===== src/rtl/rx_bram_pkg.sv =====
// Shared constants and state type for the RX sample-BRAM capture controller.
package rx_bram_pkg;
  localparam int ADDR_W = 10;
  localparam int DATA_W = 18;
  localparam int DEPTH  = 1 << ADDR_W;

  typedef enum logic [1:0] {
    ST_IDLE  = 2'd0,
    ST_ARMED = 2'd1,
    ST_POST  = 2'd2,
    ST_DRAIN = 2'd3
  } state_e;
endpackage


===== src/rtl/rx_bram_capture_ctrl_if.sv =====
// Drain stream towards the correlator plus both rx_BRAM ports.
// master = capture controller side, slave = consumer / BRAM side.
interface rx_bram_capture_ctrl_if #(
  parameter int ADDR_W = rx_bram_pkg::ADDR_W,
  parameter int DATA_W = rx_bram_pkg::DATA_W
);
  logic [DATA_W-1:0] m_data;
  logic              m_valid;
  logic              m_ready;
  logic              m_last;
  logic              bram_ena;
  logic              bram_wea;
  logic [ADDR_W-1:0] bram_addra;
  logic [DATA_W-1:0] bram_dia;
  logic              bram_enb;
  logic [ADDR_W-1:0] bram_addrb;
  logic [DATA_W-1:0] bram_dob;

  modport master (
    output m_data, m_valid, m_last,
    input  m_ready,
    output bram_ena, bram_wea, bram_addra, bram_dia,
    output bram_enb, bram_addrb,
    input  bram_dob
  );

  modport slave (
    input  m_data, m_valid, m_last,
    output m_ready,
    input  bram_ena, bram_wea, bram_addra, bram_dia,
    input  bram_enb, bram_addrb,
    output bram_dob
  );
endinterface


===== src/rtl/rx_skid_buf.sv =====
// Output register plus one skid entry. Output is held stable while stalled;
// the skid entry absorbs the read that was already in flight when the stall hit.
// count = entries held, used upstream to decide whether another read may issue.
module rx_skid_buf #(
  parameter int W = 19
) (
  input  logic         clk,
  input  logic         rst_n,
  input  logic         flush,
  input  logic         in_valid,
  input  logic [W-1:0] in_data,
  input  logic         out_ready,
  output logic         out_valid,
  output logic [W-1:0] out_data,
  output logic [1:0]   count
);
  logic         sk_vld;
  logic [W-1:0] sk_dat;
  logic         load_out;

  // out stage may take new data when empty or when being popped
  assign load_out = !out_valid || out_ready;
  assign count    = {1'b0, out_valid} + {1'b0, sk_vld};

  // out register refills from skid first (oldest), else from input
  always_ff @(posedge clk) begin
    if (!rst_n || flush) begin
      out_valid <= 1'b0;
      out_data  <= '0;
      sk_vld    <= 1'b0;
      sk_dat    <= '0;
    end else if (load_out) begin
      if (sk_vld) begin
        out_valid <= 1'b1;
        out_data  <= sk_dat;
        sk_vld    <= in_valid;
        sk_dat    <= in_data;
      end else begin
        out_valid <= in_valid;
        if (in_valid) out_data <= in_data;
      end
    end else if (in_valid) begin
      sk_vld <= 1'b1;
      sk_dat <= in_data;
    end
  end
endmodule


===== src/rtl/rx_bram_capture_ctrl.sv =====
// Triggered ring-buffer capture into the RX sample BRAM, then oldest-first drain.
// Port A writes the live stream while armed/post-trigger; port B reads during drain
// through a 1-cycle-latency path into rx_skid_buf.
module rx_bram_capture_ctrl #(
  parameter int ADDR_W    = rx_bram_pkg::ADDR_W,
  parameter int DATA_W    = rx_bram_pkg::DATA_W,
  parameter int POST_TRIG = 768
) (
  input  logic                   clk,
  input  logic                   rst_n,
  input  logic                   arm,
  input  logic                   abort,
  input  logic [DATA_W-1:0]      s_data,
  input  logic                   s_valid,
  input  logic                   trigger,
  output logic                   busy,
  output logic                   done,
  output logic                   ovf,
  rx_bram_capture_ctrl_if.master bus
);
  localparam int            CW      = ADDR_W + 1;
  localparam logic [CW-1:0] DEPTH_C = CW'(1 << ADDR_W);
  localparam logic [CW-1:0] POST_C  = CW'(POST_TRIG);
  // fill needed so the finished capture holds a full buffer of real samples
  localparam logic [CW-1:0] PRIME_C = DEPTH_C - POST_C;

  import rx_bram_pkg::*;

  state_e            state;
  logic [ADDR_W-1:0] wr_ptr;
  logic [CW-1:0]     fill, post_cnt, rd_cnt;
  logic              rd_pend, rd_pend_last;
  logic              wr_en, rd_issue, primed, trig_hit, pop, hs_last;
  logic [1:0]        skid_cnt, occ_nxt;
  logic              sk_vld;
  logic [DATA_W:0]   sk_word;

  assign wr_en    = rst_n && s_valid && (state == ST_ARMED || state == ST_POST);
  assign primed   = fill >= PRIME_C;
  assign trig_hit = (state == ST_ARMED) && s_valid && trigger && primed;

  // a new read may issue if the skid stage can still hold it once the
  // read already in flight lands (accounting for this cycle's pop)
  assign pop      = sk_vld && bus.m_ready;
  assign occ_nxt  = skid_cnt + {1'b0, rd_pend} - {1'b0, pop};
  assign rd_issue = rst_n && !abort && (state == ST_DRAIN) &&
                    (rd_cnt < DEPTH_C) && (occ_nxt <= 2'd1);

  assign hs_last  = pop && sk_word[DATA_W];
  assign done     = rst_n && !abort && (state == ST_DRAIN) && hs_last;
  assign busy     = (state != ST_IDLE);

  assign bus.bram_ena   = wr_en;
  assign bus.bram_wea   = wr_en;
  assign bus.bram_addra = wr_en ? wr_ptr : '0;
  assign bus.bram_dia   = wr_en ? s_data : '0;
  assign bus.bram_enb   = rd_issue;
  assign bus.bram_addrb = rd_issue ? wr_ptr + rd_cnt[ADDR_W-1:0] : '0;

  assign bus.m_valid = sk_vld;
  assign bus.m_data  = sk_word[DATA_W-1:0];
  assign bus.m_last  = sk_vld && sk_word[DATA_W];

  // FSM, write pointer, fill/post/read counters and sticky overflow
  always_ff @(posedge clk) begin
    if (!rst_n) begin
      state    <= ST_IDLE;
      wr_ptr   <= '0;
      fill     <= '0;
      post_cnt <= '0;
      rd_cnt   <= '0;
      ovf      <= 1'b0;
    end else begin
      if (wr_en) begin
        wr_ptr <= wr_ptr + 1'b1;
        if (fill != DEPTH_C) fill <= fill + 1'b1;
      end
      if (rd_issue) rd_cnt <= rd_cnt + 1'b1;
      if (state == ST_DRAIN && s_valid) ovf <= 1'b1;

      if (abort) begin
        state <= ST_IDLE;
      end else begin
        case (state)
          ST_IDLE: if (arm) begin
            state    <= ST_ARMED;
            fill     <= '0;
            post_cnt <= '0;
            ovf      <= 1'b0;
          end
          ST_ARMED: if (trig_hit) begin
            post_cnt <= CW'(1);
            rd_cnt   <= '0;
            state    <= (POST_TRIG == 1) ? ST_DRAIN : ST_POST;
          end
          ST_POST: if (s_valid) begin
            post_cnt <= post_cnt + 1'b1;
            if (post_cnt + 1'b1 == POST_C) begin
              state  <= ST_DRAIN;
              rd_cnt <= '0;
            end
          end
          ST_DRAIN: if (hs_last) state <= ST_IDLE;
          default: state <= ST_IDLE;
        endcase
      end
    end
  end

  // tracks the read whose data appears on bram_dob this cycle
  always_ff @(posedge clk) begin
    if (!rst_n || abort) begin
      rd_pend      <= 1'b0;
      rd_pend_last <= 1'b0;
    end else begin
      rd_pend      <= rd_issue;
      rd_pend_last <= rd_issue && (rd_cnt == DEPTH_C - 1'b1);
    end
  end

  rx_skid_buf #(.W(DATA_W + 1)) u_skid (
    .clk       (clk),
    .rst_n     (rst_n),
    .flush     (abort),
    .in_valid  (rd_pend),
    .in_data   ({rd_pend_last, bus.bram_dob}),
    .out_ready (bus.m_ready),
    .out_valid (sk_vld),
    .out_data  (sk_word),
    .count     (skid_cnt)
  );
endmodule


===== src/flat_wrapper.sv =====
// flat-port wrapper written by rule: the top's interface ports become plain ports
module rx_bram_capture_ctrl_flat import rx_bram_pkg::*;
#(
  parameter int ADDR_W    = rx_bram_pkg::ADDR_W,
  parameter int DATA_W    = rx_bram_pkg::DATA_W,
  parameter int POST_TRIG = 768
)
  (clk, rst_n, arm, abort, s_data, s_valid, trigger, busy, done, ovf, bus_m_data, bus_m_valid, bus_m_last, bus_m_ready, bus_bram_ena, bus_bram_wea, bus_bram_addra, bus_bram_dia, bus_bram_enb, bus_bram_addrb, bus_bram_dob);
  rx_bram_capture_ctrl_if #(.ADDR_W(ADDR_W), .DATA_W(DATA_W)) bus_i ();
  input  logic clk;
  input  logic rst_n;
  input  logic arm;
  input  logic abort;
  input  logic [DATA_W-1:0] s_data;
  input  logic s_valid;
  input  logic trigger;
  output logic busy;
  output logic done;
  output logic ovf;
  output wire logic [$bits(bus_i.m_data)-1:0] bus_m_data;
  output wire logic [$bits(bus_i.m_valid)-1:0] bus_m_valid;
  output wire logic [$bits(bus_i.m_last)-1:0] bus_m_last;
  input wire logic [$bits(bus_i.m_ready)-1:0] bus_m_ready;
  output wire logic [$bits(bus_i.bram_ena)-1:0] bus_bram_ena;
  output wire logic [$bits(bus_i.bram_wea)-1:0] bus_bram_wea;
  output wire logic [$bits(bus_i.bram_addra)-1:0] bus_bram_addra;
  output wire logic [$bits(bus_i.bram_dia)-1:0] bus_bram_dia;
  output wire logic [$bits(bus_i.bram_enb)-1:0] bus_bram_enb;
  output wire logic [$bits(bus_i.bram_addrb)-1:0] bus_bram_addrb;
  input wire logic [$bits(bus_i.bram_dob)-1:0] bus_bram_dob;
  assign bus_m_data = bus_i.m_data;
  assign bus_m_valid = bus_i.m_valid;
  assign bus_m_last = bus_i.m_last;
  assign bus_i.m_ready = bus_m_ready;
  assign bus_bram_ena = bus_i.bram_ena;
  assign bus_bram_wea = bus_i.bram_wea;
  assign bus_bram_addra = bus_i.bram_addra;
  assign bus_bram_dia = bus_i.bram_dia;
  assign bus_bram_enb = bus_i.bram_enb;
  assign bus_bram_addrb = bus_i.bram_addrb;
  assign bus_i.bram_dob = bus_bram_dob;
  rx_bram_capture_ctrl #(.ADDR_W(ADDR_W), .DATA_W(DATA_W), .POST_TRIG(POST_TRIG)) u_core (.clk(clk), .rst_n(rst_n), .arm(arm), .abort(abort), .s_data(s_data), .s_valid(s_valid), .trigger(trigger), .busy(busy), .done(done), .ovf(ovf), .bus(bus_i));
endmodule

===== config.mk =====
export PLATFORM = sky130hd
export DESIGN_NAME = rx_bram_capture_ctrl_flat
export DESIGN_NICKNAME = d
export VERILOG_FILES = /design/src/rtl/rx_bram_pkg.sv /design/src/rtl/rx_bram_capture_ctrl_if.sv /design/src/rtl/rx_skid_buf.sv /design/src/rtl/rx_bram_capture_ctrl.sv /design/src/flat_wrapper.sv
export SDC_FILE = /design/constraint.sdc
export NUM_CORES = 1
export LEC_CHECK = 0
export CAP_MARGIN = 20
export CORE_ASPECT_RATIO = 0.9
export CORE_UTILIZATION = 35
export DETAILED_ROUTE_END_ITERATION = 16
export PLACE_DENSITY = 0.7
export SETUP_SLACK_MARGIN = 0.3
export SLEW_MARGIN = 30
export SYNTH_ARGS = -nofsm -noshare
export SYNTH_HDL_FRONTEND = slang
export SYNTH_HIERARCHICAL = 1
export SYNTH_SLANG_ARGS = --single-unit

===== constraint.sdc =====
create_clock -name clk -period 3.3 [get_ports clk]
set_input_delay 0.33 -clock clk [delete_from_list [all_inputs] [get_ports clk]]
set_output_delay 0.33 -clock clk [all_outputs]
set_load 0.01 [all_outputs]

## Yosys cells after proc, flatten, opt, wreduce, memory -nomap -nowiden

Index checks and enable logic that the tools add are counted.

- Add/sub/neg operators: 8
- $lt $le $gt $ge: 3
- Equality and inequality tests: 12
- Multiplexer cells: 36
- Bitwise operators: 2
- Reduce and logical (&&, ||, !) cells: 31

Operators by type and width:

| operator | count |
|---|---|
| 11-bit two-way mux | 13 |
| 19-bit two-way mux | 4 |
| 11-bit by 1-bit adder with 11-bit output (second input constant) | 3 |
| 11-bit one-hot mux with 3 select lines | 1 |
| 11-bit by 10-bit == test with 1-bit output (second input constant) | 2 |
| 11-bit one-hot mux with 2 select lines | 1 |
| 10-bit two-way mux | 2 |
| 18-bit two-way mux | 1 |
| 1-bit logical AND | 15 |
| 11-bit by 9-bit greater-or-equal comparator with 1-bit output (second input constant) | 1 |
| 11-bit less-than comparator (second input constant) | 1 |
| 11-bit != test (second input constant) | 1 |
| 10-bit by 1-bit adder with 10-bit output (second input constant) | 1 |
| 10-bit adder | 1 |
| 2-bit two-way mux | 5 |
| 5-bit AND reduction | 2 |
| 1-bit two-way mux | 8 |
| 2-bit != test (second input constant) | 4 |
| 2-bit one-hot mux with 4 select lines | 1 |
| 2-bit nonzero test | 3 |
| 2-bit == test (second input constant) | 2 |
| 2-bit by 1-bit != test with 1-bit output (second input constant) | 2 |
| 2-bit AND reduction | 2 |
| 1-bit logical NOT | 3 |
| other kinds (10) | 13 |

- Register bits after elaboration: 88
- Logic and storage cells: 104

## Longest topological paths before layout

- Depth after elaboration: 10
- Mapped depth: 9
- Depth with buffers taken out: 9

## Modules after synthesis

Netlist, hierarchy kept.

Modules (own cells, without submodules):

| module | instances | cells each | area an instance (µm²) | seq. area each (µm²) |
|---|---|---|---|---|
| rx_bram_capture_ctrl | 1 | 389 | 3101.7 | 960.9 |
| rx_skid_buf | 1 | 183 | 1795.5 | 800.8 |

## Worst setup path after synthesis

Ideal clock, no wire load.

- Kind: reg2out
- Start point: register u_core.u_skid.out_valid
- End point: output bus_bram_addrb[9]
- Arrival: 2.206 ns
- Required time: 2.970 ns
- Path slack: 0.764 ns
- Cell stages (with the launch flop): 10
- Path through: dfxtp_1 > ha_1 > inv_1 > ha_1 > nor2b_1 > xnor2_1 > or2_2 > clkbuf_1 > a2111o_1 > o21ai_0

- Longest elaborated chain between the ends: 6
- Elaborated cells between the ends (all ways): 7

Ends and longest elaborated chain:

| what | RTL line | source |
|---|---|---|
| start, declared | rx_skid_buf.sv:13 | `output logic out_valid,` |
| start signal, assigned | rx_skid_buf.sv:39 | `out_valid <= in_valid;` |
| 1-bit by 1-bit adder with 2-bit output | rx_skid_buf.sv:23 | `assign count = {1'b0, out_valid} + {1'b0, sk_vld};` |
| net u_core.skid_cnt[0] | rx_bram_capture_ctrl.sv:34 | `logic [1:0] skid_cnt, occ_nxt;` |
| 2-bit by 1-bit adder with 2-bit output | rx_bram_capture_ctrl.sv:45 | `assign occ_nxt = skid_cnt + {1'b0, rd_pend} - {1'b0, pop};` |
| 2-bit by 1-bit subtractor with 2-bit output | rx_bram_capture_ctrl.sv:45 |  |
| 2-bit by 1-bit <= comparator with 1-bit output | rx_bram_capture_ctrl.sv:47 | `(rd_cnt < DEPTH_C) && (occ_nxt <= 2'd1);` |
| 1-bit logical AND | rx_bram_capture_ctrl.sv:47 |  |
| 10-bit two-way mux | rx_bram_capture_ctrl.sv:58 | `assign bus.bram_addrb = rd_issue ? wr_ptr + rd_cnt[ADDR_W-1:0] : '0;` |
| end, declared | flat_wrapper.sv:29 | `output wire logic [$bits(bus_i.bram_addrb)-1:0] bus_bram_addrb;` |

The timed path passes the listed nets, and every way through them passes these cells.

## Worst setup path in the final report

- Start point: register u_core.wr_ptr[0]
- End point: output bus_bram_addrb[8]

- Longest elaborated chain between the ends: 2

Ends and longest elaborated chain:

| what | RTL line | source |
|---|---|---|
| start, declared | rx_bram_capture_ctrl.sv:30 | `logic [ADDR_W-1:0] wr_ptr;` |
| start signal, assigned | rx_bram_capture_ctrl.sv:75 | `wr_ptr <= wr_ptr + 1'b1;` |
| 10-bit adder | rx_bram_capture_ctrl.sv:58 |  |
| 10-bit two-way mux | rx_bram_capture_ctrl.sv:58 |  |

No other way between the ends.

==> impl_metrics.prom <==
# TYPE chip_impl_metric gauge
chip_impl_metric{name="vias_per_cell",unit=""} 5.22
chip_impl_metric{name="setup_ws",unit="ns"} 0.378
chip_impl_info{name="reg2reg_from",value="u_core/state[0]$_SDFFE_PP0P_"} 1
chip_impl_metric{name="worstHoldPathCells",unit=""} 2
chip_impl_metric{name="nFillCells",unit=""} 1257
chip_impl_metric{name="fp.dieH",unit="µm"} 114
chip_impl_metric{name="first_pass_iteration_count_of_the_detailed_router",unit=""} 5
chip_impl_metric{name="grt_pass1_vias",unit=""} 4382
chip_impl_metric{name="grt_usage",unit="%"} 17.8
chip_impl_metric{name="max_cap_violations",unit=""} 0
chip_impl_metric{name="finalCriticalPeriod",unit="ns"} 2.92
chip_impl_metric{name="grt.overflow.total",unit=""} 0
chip_impl_metric{name="die_area",unit="µm²"} 14500
chip_impl_info{name="run_status",value="finished, final reports clean"} 1
chip_impl_metric{name="drtIter0Drc",unit=""} 328
chip_impl_info{name="hold_path_class",value="flip-flop to flip-flop"} 1
chip_impl_metric{name="ff2ff_path_depth",unit=""} 6
chip_impl_info{name="startpoint_type",value="flip-flop"} 1
chip_impl_info{name="layout_common_cells",value="sky130_fd_sc_hd__clkdlybuf4s50_1, sky130_fd_sc_hd__dfxtp_1, sky130_fd_sc_hd__nand2_1"} 1
chip_impl_metric{name="max_stage_delay",unit="ns"} 0.42
chip_impl_metric{name="route.detailed.wl_per_inst",unit="µm"} 14.7
chip_impl_metric{name="grt_start_max_net_pins",unit=""} 39
chip_impl_metric{name="horiz_die_dim",unit="µm"} 127
chip_impl_metric{name="placement.io_buffers",unit=""} 106
chip_impl_metric{name="initial_util",unit="%"} 36.2
chip_impl_metric{name="post_route_cells_drive_above_1_share",unit="%"} 9.97
chip_impl_metric{name="grt_pass1_wl",unit="mm"} 20.8
chip_impl_info{name="synthFlopType",value="sky130_fd_sc_hd__dfxtp_1"} 1
chip_impl_metric{name="max_slew.worst_pin.slew",unit="ns"} 0.958
chip_impl_info{name="hold_path_startpoint",value="u_core/u_skid/sk_dat[6]$_SDFFE_PP0P_"} 1
chip_impl_metric{name="count_of_flip_flops_with_a_built_in_enable_after_synthesis",unit=""} 0
chip_impl_metric{name="final-seq-area",unit="µm²"} 1770
chip_impl_metric{name="finalHoldViolCount",unit=""} 0
chip_impl_metric{name="worstSkewPairLatency",unit="ns"} 0.34
chip_impl_metric{name="yosysSeqAreaShare",unit="%"} 36.0
chip_impl_metric{name="numCtsBuffers",unit=""} 9
chip_impl_info{name="critical_path.top_delay_family",value="adder cells"} 1
chip_impl_metric{name="finalSetupTns",unit="ns"} 0
chip_impl_metric{name="path_max_fanout",unit=""} 6
chip_impl_metric{name="areaGrowthSynthToFinish",unit="%"} 32.1
chip_impl_metric{name="wirelength",unit="mm"} 12.5
chip_impl_metric{name="ant_nets",unit=""} 0
chip_impl_metric{name="yosysWarningCount",unit=""} 6
chip_impl_metric{name="p_leak",unit="nW"} 2.42
chip_impl_metric{name="achievable-frequency",unit="MHz"} 342
chip_impl_metric{name="cp.required",unit="ns"} 2.97
chip_impl_metric{name="vdd.ir_drop.worst",unit="µV"} 334
chip_impl_metric{name="postSynthAreaPerCell",unit="µm²"} 8.56
chip_impl_metric{name="nets",unit=""} 744
chip_impl_info{name="worst_path_max_delay_cell",value="sky130_fd_sc_hd__fa_1"} 1
chip_impl_metric{name="clock_slew_at_reported_path_ffs",unit="ns"} 0.07
chip_impl_info{name="cts.root.buffer_cell",value="sky130_fd_sc_hd__clkbuf_16"} 1
chip_impl_metric{name="antenna-diode-count",unit=""} 0
chip_impl_metric{name="power.density_cell_area",unit="nW/µm²"} 337
chip_impl_metric{name="number_of_buffers_between_clock_root_and_the_deepest_sink",unit=""} 2
chip_impl_metric{name="synthesis.area",unit="µm²"} 4900
chip_impl_metric{name="synth_async_sr_flop_share",unit="%"} 0
chip_impl_metric{name="timing.clock.skew",unit="ns"} 0.00624
chip_impl_info{name="mostFrequentLayoutCell",value="sky130_fd_sc_hd__clkdlybuf4s50_1"} 1
chip_impl_metric{name="setup_viol_count_final",unit=""} 0
chip_impl_info{name="end_kind",value="output pin"} 1
chip_impl_metric{name="gpl.final_weighted_congestion",unit=""} 0.850
chip_impl_metric{name="number_of_antenna_violations_at_the_first_check_in_global_routing",unit=""} 0
chip_impl_metric{name="multi_input_comb_area",unit="µm²"} 2970
chip_impl_metric{name="ys_ff_latch",unit=""} 88
chip_impl_metric{name="floorplan.rows",unit=""} 40
chip_impl_metric{name="netlist-cell-type-count",unit=""} 60
chip_impl_metric{name="path_depth",unit=""} 9
chip_impl_info{name="crit_chain",value="ha_1 > fa_1 > a21oi_2 > buf_4 > o2111ai_1 > a21oi_1 > xor2_1 > nor2_1 > dlygate4sd2_1"} 1
chip_impl_info{name="rsz0062_at_grt",value="yes"} 1
chip_impl_metric{name="timing.slew.headroom",unit="%"} 36.1
chip_impl_info{name="cts_tree",value="yes"} 1
chip_impl_metric{name="synth_nets",unit=""} 638
chip_impl_metric{name="timing.critical_path.buf_inv",unit=""} 2
chip_impl_metric{name="post_synth_inst_count",unit=""} 572
chip_impl_metric{name="post-place-ws",unit="ns"} 0.189
chip_impl_metric{name="core_area",unit="µm²"} 13500
chip_impl_metric{name="vias",unit=""} 4436
chip_impl_metric{name="drv_slew",unit=""} 0
chip_impl_info{name="timing.critical_path.from",value="u_core/wr_ptr[0]$_SDFFE_PN0P_"} 1
chip_impl_metric{name="dp.final_hpwl",unit="mm"} 8.89
chip_impl_metric{name="clock_tree.htree_level_count",unit=""} 3
chip_impl_metric{name="critical_path_arrival",unit="ns"} 2.59
chip_impl_info{name="crit_type",value="flip-flop to output pin"} 1
chip_impl_metric{name="clock_sinks",unit=""} 88
chip_impl_metric{name="timing.final.crit_share",unit="%"} 88.6
chip_impl_metric{name="postLayoutCoreUtil",unit="%"} 47.9
chip_impl_metric{name="io_pins",unit=""} 107
chip_impl_metric{name="route.detailed.drc",unit=""} 0
==> report_power, final <==
group / switching [mW] / internal, mW
combinational: 0.0787 / 0.0821
clock: 0.427 / 0.528
sequential: 0.00330 / 1.06
total: 0.509 / 1.67
==> cell usage after synthesis, types with 2 or more instances <==
master | n | area, µm²
sky130_fd_sc_hd__ha_1 | 22 | 275
sky130_fd_sc_hd__nand3_1 | 20 | 100
sky130_fd_sc_hd__dfxtp_1 | 88 | 1760
sky130_fd_sc_hd__clkbuf_1 | 16 | 60.1
sky130_fd_sc_hd__buf_6 | 4 | 45.0
sky130_fd_sc_hd__mux2i_1 | 39 | 390
sky130_fd_sc_hd__nand2b_1 | 2 | 12.5
sky130_fd_sc_hd__nor4_1 | 4 | 25.0
sky130_fd_sc_hd__or4_1 | 2 | 15.0
sky130_fd_sc_hd__xnor2_1 | 16 | 140
sky130_fd_sc_hd__o21ai_0 | 18 | 90.1
sky130_fd_sc_hd__buf_4 | 3 | 22.5
sky130_fd_sc_hd__a211oi_1 | 10 | 75.1
sky130_fd_sc_hd__nand4_1 | 9 | 56.3
sky130_fd_sc_hd__a21oi_1 | 51 | 255
sky130_fd_sc_hd__a21boi_0 | 2 | 15.0
sky130_fd_sc_hd__and2_1 | 36 | 225
sky130_fd_sc_hd__xor2_1 | 15 | 131
sky130_fd_sc_hd__nor3b_1 | 2 | 15.0
sky130_fd_sc_hd__and4_1 | 4 | 35.0
sky130_fd_sc_hd__o211ai_1 | 5 | 37.5
sky130_fd_sc_hd__or2_2 | 4 | 25.0
sky130_fd_sc_hd__nor2_1 | 44 | 165
sky130_fd_sc_hd__nand2_1 | 65 | 244
sky130_fd_sc_hd__a211oi_2 | 10 | 125
sky130_fd_sc_hd__o21bai_1 | 3 | 22.5
sky130_fd_sc_hd__and3_1 | 4 | 25.0
sky130_fd_sc_hd__o21a_1 | 5 | 37.5
sky130_fd_sc_hd__nor3_1 | 8 | 40.0
sky130_fd_sc_hd__inv_1 | 17 | 63.8
sky130_fd_sc_hd__nor2b_1 | 4 | 25.0
sky130_fd_sc_hd__or3_1 | 8 | 50.1
sky130_fd_sc_hd__buf_2 | 5 | 25.0
==> state kept, by name, summed over array words and instances, names as in the netlist <==
signal	count
u_core/fill	11
u_core/ovf	1
u_core/post_cnt	11
u_core/rd_cnt	11
u_core/rd_pend	1
u_core/rd_pend_last	1
u_core/state	2
u_core/u_skid/out_data	19
u_core/u_skid/out_valid	1
u_core/u_skid/sk_dat	19
u_core/u_skid/sk_vld	1
u_core/wr_ptr	10
==> tightest hold or removal path: stages, from the launching register on <==
cell and delay [ns]:
sky130_fd_sc_hd__dfxtp_1 0.31, sky130_fd_sc_hd__nand2_1 0.05, sky130_fd_sc_hd__mux2i_1 0.05
==> metal layers <==
layer,up-vias,GRT usage (%),wire length (µm)
li1,2209,-,-
met1,2076,22.5,5890
met2,135,30.2,5730
met3,16,4.35,745
met4,0,5.48,161
met5,-,0,0
==> path summary, 6_finish.rpt <==
kind | slack (ns) | end
setup / recovery | 0.38 | bus_bram_addrb[8]
setup reg to reg | 0.90 | u_core/post_cnt[3]$_SDFFE_PN0P_
hold / removal | 0.46 | u_core/u_skid/sk_dat[6]$_SDFFE_PP0P_
hold reg to reg | 0.46 | u_core/u_skid/sk_dat[6]$_SDFFE_PP0P_
==> repair_timing <==
| action | 4_1_cts | 5_1_grt |
|---|---|---|
| buffers inserted | 0 | 3 |
| gates cloned | 0 | 1 |
| pin swaps | 3 | 2 |
| setup endpoints to repair | 10 | 37 |
| gates resized for setup | 10 | 10 |
| hold buffers | 0 | 0 |
==> final cells by class <==
cell class,instances,area share (%)
sequential,88,27.3
multi-input combinational,439,45.8
clock buffer,11,3.75
clock inverter,4,0.445
inverter,18,1.08
timing repair buffer,122,18.3
tap,168,3.25
==> logic make-up (layout without fill, tap and decap cells) <==
family                   count (synthesis)  after routing  synth area share [%]
AND/OR/NAND/NOR                        228            229                  23.8
AO/OA/AOI/OAI                          117            117                  16.1
multiplexers                            39             39                  7.97
buffers and inverters                   46            155                  4.50
flip-flops                              88             88                  36.0
adder cells (fa/ha/maj)                 23             23                  6.03
XOR/XNOR                                31             31                  5.54
==> stage by stage <==
stage | power [mW] | instances | hold WS [ns] | area, µm²
after detailed placement | 1.25 | 831 | 0.454 | 6130
after floorplan | 1.16 | 572 | 0.434 | 4900
after CTS | 2.19 | 846 | 0.464 | 6410
final | 2.18 | 850 | 0.461 | 6470
after global routing | 2.27 | 850 | 0.487 | 6470
after global placement | 1.25 | 831 | 0.442 | 6130
No activity file was read; power rests on OpenSTA's default activity.
